## src/rtl/regfile_wb_arbiter_pkg.sv

```systemverilog
// Shared definitions for the regfile writeback arbiter: bank encodings,
// capability field widths and a register-index decoder.
package regfile_wb_arbiter_pkg;

   // Register-file bank select carried on req_bank / rsv_bank.
   typedef enum logic {
      WbBankA = 1'b0,
      WbBankD = 1'b1
   } wb_bank_e;

   // Capability field widths used when WB_ARB_CAP_EN is defined.
   localparam int unsigned CapAddrWidth = 32;
   localparam int unsigned CapPermWidth = 8;

   // Decode a 3-bit register index to its scoreboard bit.
   function automatic logic [7:0] addr_onehot(input logic [2:0] addr);
      return 8'b1 << addr;
   endfunction

endpackage

```

## src/rtl/regfile_wb_arbiter_rr_arbiter.sv

```systemverilog
// Round-robin arbiter: one-hot grant to the first request at or after the
// pointer, wrapping modulo NREQ. The pointer moves past the winner on a grant
// and holds when nobody requests.
module regfile_wb_arbiter_rr_arbiter #(
   parameter int unsigned NREQ = 3
) (
   input  logic            clk,
   input  logic            rst_n,
   input  logic [NREQ-1:0] req_i,
   output logic [NREQ-1:0] gnt_o
);

   localparam int unsigned PtrW = (NREQ > 1) ? $clog2(NREQ) : 1;

   logic [PtrW-1:0] ptr_q, ptr_d;
   logic [PtrW-1:0] win;
   logic            found;

   // Search from the pointer, take the first requester, derive the next pointer.
   always_comb begin
      gnt_o = '0;
      found = 1'b0;
      win   = ptr_q;
      for (int unsigned k = 0; k < NREQ; k++) begin
         int unsigned idx;
         idx = (32'(ptr_q) + k) % NREQ;
         if (!found && req_i[idx]) begin
            found      = 1'b1;
            win        = PtrW'(idx);
            gnt_o[idx] = 1'b1;
         end
      end
      ptr_d = ptr_q;
      if (found) begin
         ptr_d = (32'(win) == NREQ - 1) ? '0 : win + 1'b1;
      end
   end

   // Pointer register.
   always_ff @(posedge clk or negedge rst_n) begin
      if (!rst_n) begin
         ptr_q <= '0;
      end else begin
         ptr_q <= ptr_d;
      end
   end

endmodule

```

## src/rtl/regfile_wb_arbiter.sv

```systemverilog
// Writeback arbiter for the A (A0 hard-zero) and D register banks. One
// round-robin arbiter per bank, a registered write-port stage and a pending
// write scoreboard for issue. Optional capability write path: WB_ARB_CAP_EN.
module regfile_wb_arbiter
   import regfile_wb_arbiter_pkg::*;
#(
   parameter int unsigned NREQ = 3,
   parameter int unsigned DW   = 48
) (
   input  logic              clk,
   input  logic              rst_n,
   input  logic [NREQ-1:0]   req_valid,
   output logic [NREQ-1:0]   req_ready,
   input  logic [NREQ-1:0]   req_bank,
   input  logic [NREQ*3-1:0] req_addr,
   input  logic [NREQ*DW-1:0] req_data,
   input  logic              rsv_valid,
   input  logic              rsv_bank,
   input  logic [2:0]        rsv_addr,
   output logic              a_we,
   output logic [2:0]        a_waddr,
   output logic [DW-1:0]     a_wdata,
   output logic              d_we,
   output logic [2:0]        d_waddr,
   output logic [DW-1:0]     d_wdata,
   output logic [7:0]        pending_a,
   output logic [7:0]        pending_d
`ifdef WB_ARB_CAP_EN
   ,
   input  logic [NREQ-1:0]              req_cap_we,
   input  logic [NREQ-1:0]              req_cap_valid,
   input  logic [NREQ*CapAddrWidth-1:0] req_cap_base,
   input  logic [NREQ*CapAddrWidth-1:0] req_cap_limit,
   input  logic [NREQ*CapPermWidth-1:0] req_cap_perms,
   output logic                         cap_we,
   output logic [2:0]                   cap_waddr,
   output logic                         cap_valid_o,
   output logic [CapAddrWidth-1:0]      cap_base_o,
   output logic [CapAddrWidth-1:0]      cap_limit_o,
   output logic [CapPermWidth-1:0]      cap_perms_o
`endif
);

   logic [NREQ-1:0] cand_a, cand_d, gnt_a, gnt_d;
   logic [2:0]      a_sel_addr, d_sel_addr;
   logic [DW-1:0]   a_sel_data, d_sel_data;
   logic            a_we_q, a_we_d, d_we_q, d_we_d;
   logic [2:0]      a_waddr_q, d_waddr_q;
   logic [DW-1:0]   a_wdata_q, d_wdata_q;
   logic [7:0]      pending_a_q, pending_a_d, pending_d_q, pending_d_d;
   logic [7:0]      set_a, set_d, clr_a, clr_d;

   // Split valid requests into per-bank candidate sets.
   always_comb begin
      cand_a = '0;
      cand_d = '0;
      for (int unsigned i = 0; i < NREQ; i++) begin
         cand_a[i] = req_valid[i] && (req_bank[i] == WbBankA);
         cand_d[i] = req_valid[i] && (req_bank[i] == WbBankD);
      end
   end

   regfile_wb_arbiter_rr_arbiter #(.NREQ(NREQ)) u_arb_a (
      .clk   (clk),
      .rst_n (rst_n),
      .req_i (cand_a),
      .gnt_o (gnt_a)
   );

   regfile_wb_arbiter_rr_arbiter #(.NREQ(NREQ)) u_arb_d (
      .clk   (clk),
      .rst_n (rst_n),
      .req_i (cand_d),
      .gnt_o (gnt_d)
   );

   // Ready is forced low while reset is asserted, independent of the clock.
   assign req_ready = (gnt_a | gnt_d) & {NREQ{rst_n}};

   // AND-OR mux of the winning request per bank; grants are one-hot.
   always_comb begin
      a_sel_addr = '0;
      a_sel_data = '0;
      d_sel_addr = '0;
      d_sel_data = '0;
      for (int unsigned i = 0; i < NREQ; i++) begin
         if (gnt_a[i]) begin
            a_sel_addr |= req_addr[3*i +: 3];
            a_sel_data |= req_data[DW*i +: DW];
         end
         if (gnt_d[i]) begin
            d_sel_addr |= req_addr[3*i +: 3];
            d_sel_data |= req_data[DW*i +: DW];
         end
      end
      // A0 is hard-zero: the write is accepted but never reaches the port.
      a_we_d = (|gnt_a) && (a_sel_addr != 3'd0);
      d_we_d = |gnt_d;
   end

   // Scoreboard: a same-edge reservation beats the commit clear.
   always_comb begin
      set_a = (rsv_valid && (rsv_bank == WbBankA) && (rsv_addr != 3'd0)) ?
              addr_onehot(rsv_addr) : 8'h00;
      set_d = (rsv_valid && (rsv_bank == WbBankD)) ? addr_onehot(rsv_addr) : 8'h00;
      clr_a = a_we_q ? addr_onehot(a_waddr_q) : 8'h00;
      clr_d = d_we_q ? addr_onehot(d_waddr_q) : 8'h00;
      pending_a_d = ((pending_a_q & ~clr_a) | set_a) & 8'hFE;
      pending_d_d = (pending_d_q & ~clr_d) | set_d;
   end

   // Registered write-port stage and scoreboard state.
   always_ff @(posedge clk or negedge rst_n) begin
      if (!rst_n) begin
         a_we_q      <= 1'b0;
         a_waddr_q   <= '0;
         a_wdata_q   <= '0;
         d_we_q      <= 1'b0;
         d_waddr_q   <= '0;
         d_wdata_q   <= '0;
         pending_a_q <= '0;
         pending_d_q <= '0;
      end else begin
         a_we_q      <= a_we_d;
         a_waddr_q   <= a_sel_addr;
         a_wdata_q   <= a_sel_data;
         d_we_q      <= d_we_d;
         d_waddr_q   <= d_sel_addr;
         d_wdata_q   <= d_sel_data;
         pending_a_q <= pending_a_d;
         pending_d_q <= pending_d_d;
      end
   end

   assign a_we      = a_we_q;
   assign a_waddr   = a_waddr_q;
   assign a_wdata   = a_wdata_q;
   assign d_we      = d_we_q;
   assign d_waddr   = d_waddr_q;
   assign d_wdata   = d_wdata_q;
   assign pending_a = pending_a_q;
   assign pending_d = pending_d_q;

`ifdef WB_ARB_CAP_EN
   logic                    cap_we_q, cap_we_d, cap_valid_q, cap_valid_d;
   logic [2:0]              cap_waddr_q;
   logic [CapAddrWidth-1:0] cap_base_q, cap_base_d, cap_limit_q, cap_limit_d;
   logic [CapPermWidth-1:0] cap_perms_q, cap_perms_d;

   // Cap fields follow the A-bank winner; D requests never write caps.
   always_comb begin
      cap_we_d    = 1'b0;
      cap_valid_d = 1'b0;
      cap_base_d  = '0;
      cap_limit_d = '0;
      cap_perms_d = '0;
      for (int unsigned i = 0; i < NREQ; i++) begin
         if (gnt_a[i]) begin
            cap_we_d    |= req_cap_we[i];
            cap_valid_d |= req_cap_valid[i];
            cap_base_d  |= req_cap_base[CapAddrWidth*i +: CapAddrWidth];
            cap_limit_d |= req_cap_limit[CapAddrWidth*i +: CapAddrWidth];
            cap_perms_d |= req_cap_perms[CapPermWidth*i +: CapPermWidth];
         end
      end
      cap_we_d = cap_we_d && a_we_d;
   end

   // Capability write-port register.
   always_ff @(posedge clk or negedge rst_n) begin
      if (!rst_n) begin
         cap_we_q    <= 1'b0;
         cap_waddr_q <= '0;
         cap_valid_q <= 1'b0;
         cap_base_q  <= '0;
         cap_limit_q <= '0;
         cap_perms_q <= '0;
      end else begin
         cap_we_q    <= cap_we_d;
         cap_waddr_q <= a_sel_addr;
         cap_valid_q <= cap_valid_d;
         cap_base_q  <= cap_base_d;
         cap_limit_q <= cap_limit_d;
         cap_perms_q <= cap_perms_d;
      end
   end

   assign cap_we      = cap_we_q;
   assign cap_waddr   = cap_waddr_q;
   assign cap_valid_o = cap_valid_q;
   assign cap_base_o  = cap_base_q;
   assign cap_limit_o = cap_limit_q;
   assign cap_perms_o = cap_perms_q;
`endif

endmodule

```

## config.mk

```make
export PLATFORM = sky130hd
export DESIGN_NAME = regfile_wb_arbiter
export DESIGN_NICKNAME = d
export VERILOG_FILES = /design/src/rtl/regfile_wb_arbiter_pkg.sv /design/src/rtl/regfile_wb_arbiter_rr_arbiter.sv /design/src/rtl/regfile_wb_arbiter.sv
export SDC_FILE = /design/constraint.sdc
export NUM_CORES = 1
export LEC_CHECK = 0
export ABC_AREA = 1
export CAP_MARGIN = 25
export CORE_MARGIN = 2
export CORE_UTILIZATION = 40
export CTS_BUF_LIST = sky130_fd_sc_hd__clkbuf_8 sky130_fd_sc_hd__clkbuf_16
export DETAILED_ROUTE_END_ITERATION = 7
export PLACE_DENSITY = 0.79
export SLEW_MARGIN = 20
export SYNTH_ARGS = -nofsm -noshare
export SYNTH_HDL_FRONTEND = slang
export SYNTH_SLANG_ARGS = --single-unit
```

## constraint.sdc

```tcl
create_clock -name clk -period 3.8 [get_ports clk]
set_input_delay 0.38 -clock clk [delete_from_list [all_inputs] [get_ports clk]]
set_output_delay 0.38 -clock clk [all_outputs]
set_load 0.03 [all_outputs]
```

==> flow_metrics.tcl, run 1 <==
set metrics [dict create \
    antenna_found_initial 0 \
    max_stage_delay_ps 710 \
    post-cts-setup-buffers 0 \
    hp-class "in -> async" \
    dieWidth_um 127 \
    r2r-start "u_arb_a.ptr_q[1]" \
    layout_min_cycle_time_ps 3340 \
    core_mm2 0.0146 \
    worstPathArrival_ps 2960 \
    via_per_inst 5.11 \
    required_ps 3420 \
    worstPathCellList "inv_1 -> ha_1 -> nor3_1 -> a21oi_2 -> inv_1 -> nand2_4 -> inv_1 -> nand2_1 -> nand2_2 -> inv_1 -> a21oi_1 -> clkdlybuf4s50_1" \
    hpwl_um 14500 \
    timing.fmax_mhz 300 \
    grt_pass1_wl_um 31800 \
    crit_start "u_arb_d.ptr_q[0]" \
    setup-violations-final 0 \
    end_kind "output pin" \
    critPathSlowestCell "clkdlybuf4s50_1" \
    drt_wl_total_um 20600 \
    grtUsageTotal_pct 25.4 \
    yosys_warnings 0 \
    fin_crit_sh_pct 87.9 \
    critPathMaxFanout 4 \
    grt_remaining_overflow 0 \
    diodes 0 \
    status "finished clean" \
    rsz0062_at_grt "false" \
    drt_iter0_markers 428 \
    fin_nets 1237 \
    ios 289 \
    grt_pass1_vias 6232 \
    clockBufferDepth 2 \
    drv_cap 0 \
    cts_max_level 4 \
    drive_gt1_share_pct 5.95 \
    setup_tns_ps 0 \
    start_util_pct 41.3 \
    cts_buffers 17 \
    crit_type "reg -> out" \
    clock-sinks 123 \
    firstDrtPassIters 7 \
    cts_root_buf "clkbuf_16" \
    grt_max_degree 66 \
    cts_tree "done" \
    yosysSeqAreaShare_pct 50.8 \
    p_leak_nw 4.42 \
    detail_route.wl_per_cell_um 16.4 \
    r2r_cells 13 \
    gp_congestion 0.892 \
    critPathLaunchType "register" \
    cts_resized 0 \
    drcViolationCount 0 \
    portBuffers 287 \
    dr_total_vias 6434 \
    num_rows 44 \
    ys_types 28 \
    hold_buffers 0 \
    syn_area_mm2 0.00605 \
    power.density_mw_per_mm2 1060 \
    worstSetupPathDepth 12 \
    syn_inst 780 \
    ys_seq_elements 123 \
    fp.dieH_um 127 \
    clock_skew_ps 11.8 \
    maxSlewViolCount 0 \
    slew_headroom_pct 45.3 \
    finalHoldViolations 0 \
    stdcell_count 1260 \
    clock_latency_ps 420 \
    syn_avg_cell_area_um2 7.76 \
    area_delta_synth_final_pct 57.6 \
    peakVddDrop_mv 0.569 \
    synthesis.nets 954 \
    die_area_mm2 0.0161 \
    fillers 1251 \
    dp.cells 1228 \
    path_clk_slew_ps 60 \
    critical_path.top_delay_family "buffers and inverters" \
    tightest_slew_ps 821 \
    critical_path_buf_inv_count 5 \
    crit_top_cell "inv_1" \
    ant_nets 0 \
]
==> Yosys cell counts <==
library cell  number  share of area (%)
or2_2              1               0.10
nand2_4            2               0.37
nand3_2            2               0.33
nand3_4            1               0.29
o31ai_1            1               0.12
dfrtp_1          123                 51
nand4_1            2               0.21
conb_1             1              0.062
nand3_1          137                 11
nor2_1            13               0.81
buf_6              7                1.3
ha_1               8                1.7
nor3_1             1              0.083
nand2_1          362                 22
buf_2             21                1.7
o21ai_2            1               0.14
a21oi_2            1               0.14
inv_1             34                2.1
a21oi_1            2               0.17
buf_4              4               0.50
o21ai_1            2               0.17
nor2_8             1               0.33
inv_2              4               0.25
o21ai_0           38                3.1
inv_4              1               0.10
nor2_2             1               0.10
o211ai_4           1               0.35
nand2_2            8               0.83
==> metal layers <==
layer | part of all wire (%) | GRT usage [%]
met5 | 0 | 0
met4 | 2.6 | 9.50
met3 | 11 | 8.54
met2 | 49 | 44.6
met1 | 38 | 28.7
==> final cells by class <==
type                            instances  area (um^2)  share of cell area, %
Sequential cell                       123         3080                   32.3
Timing Repair Buffer                  296         2940                   30.8
Multi-Input combinational cell        586         2610                   27.4
Clock buffer                           19          453                   4.75
Tap cell                              184          230                   2.41
Inverter                               39          149                   1.56
Clock inverter                         13         81.3                  0.852
==> state kept, by name (all words and copies together), names as in the netlist <==
register and flops:
a_wdata 48, d_wdata 48, pending_d 8, pending_a 7, a_waddr 3, d_waddr 3, u_arb_a.ptr_q 2, u_arb_d.ptr_q 2
a_we 1, d_we 1
==> worst paths after layout <==
| path | to | slack [ps] |
|---|---|---|
| setup / recovery | req_ready[1] | 460 |
| hold / removal | d_wdata[25] | 180 |
| setup reg to reg | a_wdata[12] | 1010 |
| hold reg to reg | pending_d[0] | 510 |
| max in group asynchronous | d_wdata[34] | 2320 |
| min in group clk | pending_d[0] | 510 |
==> cell usage in the layout, fill, tap and decap left out, types with 8 or more instances in the layout <==
cell type,count
dfrtp_1,123
nand3_1,137
o21ai_0,38
nor2_1,13
ha_1,8
nand2_2,8
buf_4,11
clkdlybuf4s50_1,285
clkbuf_16,17
nand2_1,362
inv_1,37
==> kinds of logic after synthesis <==
group | Yosys count | synth area share [%]
buffers and inverters | 71 | 5.99
AO/OA/AOI/OAI | 46 | 4.24
flip-flops | 123 | 50.8
adder cells (fa/ha/maj) | 8 | 1.65
other | 1 | 0.0619
AND/OR/NAND/NOR | 531 | 37.2
==> power breakdown <==
group	switching, mW	internal [mW]
Combinational	4.25	2.23
Clock	0.587	0.857
Sequential	0.235	1.99
==> worst register-to-register path, stage by stage, from the launching register on <==
cell and delay (ps):
dfrtp_1 400, inv_1 120, ha_1 390, inv_4 70, nand3_1 100, nand3_2 100
nand2_2 160, nand2_2 80, inv_1 100, nand3_1 90, nand2_2 420, buf_4 490
nand2_1 130, nand3_1 90
==> stage by stage <==
step	util, %	power (mW)	worst slack, ps	instance area, um^2	hold WS [ps]
after global routing	65.1	10.8	246	9540	246
final	65.1	10.2	462	9540	184
after global placement	61.5	8.61	811	9010	490
after floorplan	-	6.41	1290	6050	84.4
after detailed placement	61.5	8.73	762	9010	500
after CTS	65.1	10.2	454	9540	206
(Power assumes the default switching activity.)
==> inputs of run 2 (changes only) <==
--- a/config.mk
+++ b/config.mk
@@ -9,7 +9,6 @@
 export CAP_MARGIN = 25
 export CORE_MARGIN = 2
 export CORE_UTILIZATION = 40
-export CTS_BUF_LIST = sky130_fd_sc_hd__clkbuf_8 sky130_fd_sc_hd__clkbuf_16
 export DETAILED_ROUTE_END_ITERATION = 7
 export PLACE_DENSITY = 0.79
 export SLEW_MARGIN = 20
==> run 2 against run 1 <==
  * Sequential share of layout area did not move
  * Hold slack got worse by 2.4 ps
  * Non-clock buffer count did not move
  * Die area did not move
  * Critical endpoint unchanged
  * Register-to-register slack barely moved
  * Global-route usage did not move
  * First-iteration DRC count did not move
  * Critical path depth did not move
==> flow_metrics.tcl, run 2 (synthesis results as in run 1) <==
set metrics [dict create \
    portBuffers 287 \
    firstDrtPassIters 5 \
    crit_type "reg -> out" \
    grt_max_degree 66 \
    cts_tree "done" \
    drive_gt1_share_pct 5.95 \
    clock_latency_ps 420 \
    peakVddDrop_mv 0.570 \
    timing.fmax_mhz 299 \
    layout_min_cycle_time_ps 3340 \
    grt_remaining_overflow 0 \
    critPathLaunchType "register" \
    cts_resized 0 \
    critPathMaxFanout 4 \
    rsz0062_at_grt "false" \
    finalHoldViolations 0 \
    hpwl_um 14500 \
    slew_headroom_pct 45.3 \
    cts_buffers 17 \
    setup_tns_ps 0 \
    tightest_slew_ps 820 \
    setup_ws_ps 460 \
    stdcell_count 1260 \
    via_per_inst 5.11 \
    grt_pass1_vias 6232 \
    layout_commonest_cell "nand2_1" \
    setup-violations-final 0 \
    dieWidth_um 127 \
    required_ps 3420 \
    status "finished clean" \
    path_clk_slew_ps 60 \
    dp.cells 1228 \
    cts_root_buf "clkbuf_16" \
    ios 289 \
    p_leak_nw 4.41 \
    final_cell_mix "362 x nand2_1, 285 x clkdlybuf4s50_1, 137 x nand3_1" \
    area_delta_synth_final_pct 57.6 \
    antenna_found_initial 0 \
    detail_route.wl_per_cell_um 16.3 \
    fin_nets 1237 \
    hold_ws_ps 182 \
    diodes 0 \
    grt_pass1_wl_um 31800 \
    end_kind "output pin" \
    hold_buffers 0 \
    ant_nets 0 \
    maxSlewViolCount 0 \
    dp_slack_ps 762 \
    num_rows 44 \
    drcViolationCount 0 \
    clockBufferDepth 2 \
    start_util_pct 41.3 \
    die_area_mm2 0.0161 \
    clock-sinks 123 \
    place_area_mm2 0.00901 \
    fp.dieH_um 127 \
    drt_wl_total_um 20600 \
    clock_skew_ps 11.8 \
    drt_iter0_markers 428 \
    grtUsageTotal_pct 25.4 \
    gp_congestion 0.892 \
    power.density_mw_per_mm2 1060 \
    postLayoutCoreUtil_pct 65.1 \
    hp-class "in -> async" \
    fillers 1251 \
    core_mm2 0.0146 \
    fin_crit_sh_pct 87.9 \
    drv_cap 0 \
    worstPathArrival_ps 2960 \
    cts_max_level 4 \
    design_area_mm2 0.00954 \
    power_mw 10.2 \
    post-cts-setup-buffers 0 \
    dr_total_vias 6442 \
]
==> run 2: area by class of cell <==
class                   instances  area [um^2]  area share, %
flip-flops and latches        123         3080           32.3
repair buffers                296         2940           30.8
multi-input cells             586         2610           27.4
clock buffers                  22          464           4.87
well taps                     184          230           2.41
inverters                      39          149           1.56
clock inverters                10         70.1          0.734
==> run 2: final timing paths <==
| check | from | endpoint | slack [ps] | cells after the start |
|---|---|---|---|---|
| worst max-delay path | u_arb_d.ptr_q[0] | req_ready[1] | 460 | 12 |
| worst min-delay path | rst_n | d_wdata[25] | 180 | 2 |
| worst max register to register | u_arb_a.ptr_q[1] | a_wdata[12] | 1010 | 13 |
| worst min register to register | pending_a[5] | pending_a[5] | 510 | 2 |
| max in group asynchronous | rst_n | d_wdata[34] | 2330 | 3 |
| min in group clk | pending_a[5] | pending_a[5] | 510 | 2 |
==> run 2: routing by layer <==
layer  vias to the layer above  part of all wire [%]  track usage, %
met2                       357                    49            44.6
met4                         0                   2.6            9.50
li1                       3073                     -               -
met3                        42                    11            8.54
met1                      2970                    38            28.7
met5                         -                     0               0
==> run 2: report_power, final <==
group / leakage (nW) / switching [mW] / internal [mW]
Combinational: 2.61 / 4.25 / 2.23
Clock: 0.260 / 0.583 / 0.865
Sequential: 1.53 / 0.235 / 1.99
Total: 4.41 / 5.07 / 5.09
==> run 2: worst max-delay path, cell delays in order, from the launching register on <==
cell and delay [ps]:
dfrtp_1 400, inv_1 90, ha_1 360, nor3_1 350
a21oi_2 80, inv_1 120, nand2_4 80, inv_1 60
nand2_1 50, nand2_2 70, inv_1 50, a21oi_1 110
clkdlybuf4s50_1 710
